$ cat src/rtl/alsu_op_sequencer.sv
// Command sequencer in front of the ALSU: buffers packed commands, holds each one on the
// ALSU pins for its pipeline latency, then returns the captured result on a valid/ready channel.
module alsu_op_sequencer #(
   parameter int DEPTH   = 4,
   parameter int LATENCY = 3
) (
   input  logic        CLK,
   input  logic        RST_n,
   input  logic        cmd_valid,
   output logic        cmd_ready,
   input  logic [15:0] cmd_data,
   output logic [2:0]  alsu_A,
   output logic [2:0]  alsu_B,
   output logic [2:0]  alsu_opcode,
   output logic        alsu_cin,
   output logic        alsu_serial_in,
   output logic        alsu_direction,
   output logic        alsu_red_op_A,
   output logic        alsu_red_op_B,
   output logic        alsu_bypass_A,
   output logic        alsu_bypass_B,
   input  logic [5:0]  alsu_out,
   input  logic [15:0] alsu_leds,
   output logic        rsp_valid,
   input  logic        rsp_ready,
   output logic [5:0]  rsp_out,
   output logic        rsp_invalid,
   output logic [2:0]  rsp_opcode,
   output logic        busy,
   output logic [7:0]  done_count
);

   localparam int AW = $clog2(DEPTH);
   localparam int CW = $clog2(DEPTH + 1);
   localparam int WW = (LATENCY < 2) ? 1 : $clog2(LATENCY + 1);

   typedef enum logic [1:0] {IDLE, WAIT, RESP} state_t;

   state_t          state;
   logic [15:0]     fifo_mem [DEPTH];
   logic [AW-1:0]   wr_ptr, rd_ptr;
   logic [CW-1:0]   count;
   logic [WW-1:0]   wait_cnt;
   logic [15:0]     hold_cmd;
   logic            push, pop;

   assign cmd_ready = (count < CW'(DEPTH));
   assign push      = cmd_valid && cmd_ready;
   assign pop       = (state == IDLE) && (count != '0);

   // Pins come straight from the held command word, so they only change at load and capture.
   assign alsu_A         = hold_cmd[2:0];
   assign alsu_B         = hold_cmd[5:3];
   assign alsu_opcode    = hold_cmd[8:6];
   assign alsu_cin       = hold_cmd[9];
   assign alsu_serial_in = hold_cmd[10];
   assign alsu_direction = hold_cmd[11];
   assign alsu_red_op_A  = hold_cmd[12];
   assign alsu_red_op_B  = hold_cmd[13];
   assign alsu_bypass_A  = hold_cmd[14];
   assign alsu_bypass_B  = hold_cmd[15];

   always_ff @(posedge CLK) begin
      if (push) fifo_mem[wr_ptr] <= cmd_data;
   end

   always_ff @(posedge CLK) begin
      if (!RST_n) begin
         wr_ptr <= '0;
         rd_ptr <= '0;
         count  <= '0;
      end else begin
         if (push) wr_ptr <= wr_ptr + 1'b1;
         if (pop)  rd_ptr <= rd_ptr + 1'b1;
         count <= count + CW'(push) - CW'(pop);
      end
   end

   always_ff @(posedge CLK) begin
      if (!RST_n) begin
         state       <= IDLE;
         hold_cmd    <= '0;
         wait_cnt    <= '0;
         rsp_valid   <= 1'b0;
         rsp_out     <= '0;
         rsp_invalid <= 1'b0;
         rsp_opcode  <= '0;
         busy        <= 1'b0;
         done_count  <= '0;
      end else begin
         case (state)
            IDLE: begin
               if (pop) begin
                  hold_cmd <= fifo_mem[rd_ptr];
                  wait_cnt <= '0;
                  busy     <= 1'b1;
                  state    <= WAIT;
               end
            end
            WAIT: begin
               // Sampling one edge after the ALSU's out register updates gives this command's result.
               if (wait_cnt == WW'(LATENCY)) begin
                  rsp_out     <= alsu_out;
                  rsp_invalid <= alsu_leds[0];
                  rsp_opcode  <= hold_cmd[8:6];
                  hold_cmd    <= '0;
                  rsp_valid   <= 1'b1;
                  state       <= RESP;
               end else begin
                  wait_cnt <= wait_cnt + 1'b1;
               end
            end
            RESP: begin
               if (rsp_ready) begin
                  rsp_valid <= 1'b0;
                  if (done_count != 8'hFF) done_count <= done_count + 8'd1;
                  busy      <= 1'b0;
                  state     <= IDLE;
               end
            end
            default: state <= IDLE;
         endcase
      end
   end

endmodule

$ cat config.mk
export PLATFORM = sky130hd
export DESIGN_NAME = alsu_op_sequencer
export DESIGN_NICKNAME = d
export VERILOG_FILES = /design/src/rtl/alsu_op_sequencer.sv
export SDC_FILE = /design/constraint.sdc
export NUM_CORES = 1
export LEC_CHECK = 0
export CORE_MARGIN = 2
export CORE_UTILIZATION = 58
export CTS_BUF_LIST = sky130_fd_sc_hd__clkbuf_4
export DETAILED_ROUTE_END_ITERATION = 12
export PLACE_DENSITY = 0.89
export SLEW_MARGIN = 20
export SYNTH_ARGS = -nofsm -noshare
export SYNTH_HDL_FRONTEND = slang
export SYNTH_SLANG_ARGS = --single-unit
$ cat constraint.sdc
create_clock -name CLK -period 3.6 [get_ports CLK]
set_clock_uncertainty 0.05 [all_clocks]
set_input_delay 0.54 -clock CLK [delete_from_list [all_inputs] [get_ports CLK]]
set_output_delay 0.54 -clock CLK [all_outputs]
set_load 0.03 [all_outputs]
==> results_dict.tcl <==
set metrics [dict create \
    die_w_um 91.4 \
    p_leak_nw 1.82 \
    r2r-end "count[2]" \
    tns_ns 0 \
    worst_ep_required_time_ns 3.94 \
    drive_gt1_frac 0.148 \
    grt_use_total 0.213 \
    synth-seq-area-share 0.656 \
    cts_tree "built" \
    synth_area_leaders "edfxtp_1 43%, dfxtp_1 22%, mux4_2 8.1%, o2bb2ai_1 3.2%, nand2_1 2.4%" \
    post_synth.cell_area_avg_um2 14.3 \
    yosysWarnings 0 \
    critPathKind "reg -> reg" \
    fin_util 0.743 \
    cts_hold_buf 0 \
    cp.arrival_ns 2.97 \
    hp-start "rsp_out[2]" \
    cts-htree-levels 4 \
    ys_async_sr_fraction 0 \
    fp-row-count 31 \
    fin_nets 429 \
    slew_headroom 0.414 \
    ys_seq_elements 113 \
    r2r_setup_slack_ns 0.97 \
    fmax_ghz 0.381 \
    layout_min_cycle_time_ns 2.63 \
    cap_violations 0 \
    cts_buffer_depth 2 \
    synth_top_area_cell "edfxtp_1" \
    power_mw 3.71 \
    synthDistinctLibCells 50 \
    antenna_found_initial 0 \
    cts_resized 0 \
    fill_cells 459 \
    vdd_drop_max_v 0.000436 \
    status "finished, final reports clean" \
    holdPathStages 2 \
    setup-violations-final 0 \
    numCtsBuffers 17 \
    cts_sinks 113 \
    io_pins 79 \
    clock-root-buffer "clkbuf_4" \
    dp_hpwl_um 5400 \
    synth_edf_count 64 \
    via_per_inst 5.71 \
    crit_path_end_kind "flop" \
    fin_crit_sh 0.730 \
    start_util 0.604 \
    finalHoldWorstSlack_ns 0.412 \
    crit_fanout 17 \
    synth_cells 309 \
    hold_class "reg -> reg" \
    fp.dieH_um 91.4 \
    dr_total_vias 2796 \
    critPathLaunchType "flop" \
    whs_endpoint "rsp_out[2]" \
    worst_slew_pin_slew_ns 0.878 \
    coreArea_um2 7330 \
    drt_pass1_iterations 4 \
    netlist_area_um2 4430 \
    cts_setup_buffers 0 \
    num_antenna_cells 0 \
    insertion_delay_ns 0.50 \
    grt_max_degree 32 \
    drv_slew 0 \
    drc 0 \
    hold_violations 0 \
    synth_fp_nets 360 \
    rr_worst_depth 10 \
    grt_pass1_vias 2807 \
    grt_pass1_wl_um 13500 \
    wire_per_inst_um 17.3 \
    grt_overflow 0 \
    area_growth_pct 23.0 \
    die-area_um2 8340 \
    drtAntennaViolNets 0 \
    port_buffers 63 \
    wirelength_um 8460 \
    globalplace.congestion 0.769 \
    r2r-start "state[1]" \
    path_clk_slew_ns 0.11 \
    synth_flop_cell "edfxtp_1" \
    rsz0062_at_grt "false" \
    drt_iter0_drc 166 \
    powerDensity_nw_per_um2 681 \
    synth.top_cell.area_share 0.434 \
]
critical path, cell delays in order (launching register included):
cell     delay, ns
dfxtp_1       0.49
or2_1         0.37
nor2_2        0.06
buf_4         0.22
ha_1          0.29
inv_1         0.04
ha_1          0.18
fa_1          0.38
xnor2_1       0.15
xnor2_1       0.15
and2_1        0.16
kinds of logic (layout without fill, tap and decap cells):
logic type | count (synthesis) | after routing | synth area share
flops | 113 | 113 | 0.656
simple gates | 84 | 84 | 0.107
compound gates | 50 | 50 | 0.0794
buf+inv | 29 | 111 | 0.0317
xor+xnor | 3 | 3 | 0.00594
mux | 21 | 21 | 0.0927
fa+ha+maj | 9 | 9 | 0.0271
registers in the layout, indices dropped and copies added (netlist names), 3 cells and up, named ones only:
register    flops
fifo_mem       64
count           3
hold_cmd       16
rsp_opcode      3
rsp_out         6
done_count      8
synthesized netlist by cell type, drive strengths merged, types with 2 or more instances:
master   number
edfxtp       64
dfxtp        49
nand2        28
a21oi        19
nand3        18
mux4         16
o2bb2ai      16
inv          12
buf          11
ha            8
and2          7
clkbuf        6
mux2i         5
nor2          5
or2           4
nand2b        3
nand3b        3
nor4          3
xnor2         3
a211oi        2
nor3          2
o211ai        2
o21ai         2
or3b          2
or4           2
where the power goes:
part	leakage, nW	switching (mW)	internal (mW)
registers	0.985	0.169	1.56
clock network	0.162	0.481	0.556
logic	0.676	0.484	0.454
total	1.82	1.13	2.57
cell type report:
| cell class | count | area [µm²] | share of cell area |
|---|---|---|---|
| Inverter | 12 | 45.0 | 0.00827 |
| Sequential cell | 113 | 2900 | 0.533 |
| Clock inverter | 14 | 190 | 0.0349 |
| Clock buffer | 18 | 135 | 0.0248 |
| Tap cell | 99 | 124 | 0.0227 |
| Timing Repair Buffer | 67 | 664 | 0.122 |
| Multi-Input combinational cell | 167 | 1380 | 0.254 |
layer usage:
| metal | vias to the layer above | global-route usage | wire length (µm) |
|---|---|---|---|
| met1 | 1359 | 0.255 | 3290 |
| met4 | 0 | 0.0909 | 163 |
| met5 | - | 0 | 0 |
| met3 | 18 | 0.0556 | 492 |
| li1 | 1313 | - | - |
| met2 | 106 | 0.364 | 4510 |
cells in the final DEF (no fill, tap or decap), types with 2 or more instances in the layout:
master            n
clkdlybuf4s50_1  63
clkinvlp_4        4
a211oi_1          2
mux2i_1           5
bufinv_16         4
nand2b_1          3
nand2_1          28
edfxtp_1         64
or2_0             2
inv_1            12
mux4_2           16
nand3b_1          2
clkinv_2          2
nor4_1            3
o2bb2ai_1        16
clkinv_4          3
nor3_4            2
o21ai_0           2
clkbuf_4         18
a21oi_1          19
ha_1              8
and2_1            7
nand3_1          18
xnor2_1           3
o211ai_1          2
buf_4             3
or4_1             2
nor2_1            4
dfxtp_1          48
metrics by stage:
step | cells | setup slack, ns | instance area, µm²
3_5_place_dp | 457 | 0.558 | 5110
4_1_cts | 489 | 0.976 | 5430
2_1_floorplan | 309 | 1.18 | 4430
5_1_grt | 490 | 0.812 | 5450
3_3_place_gp | 457 | 0.672 | 5110
6_report | 490 | 0.973 | 5450
how the worst max path moves through the flow:
stage	from	to	slack, ns	depth (start not counted)
after floorplan	state[0]	count[2]	1.18	12
after global placement	cmd_valid	count[2]	0.67	10
after detailed placement	cmd_valid	count[2]	0.56	10
after CTS	state[1]	count[2]	0.98	10
after global routing	state[1]	count[2]	0.81	10
final	state[1]	count[2]	0.97	10
Power figures use the tool's default switching activity.
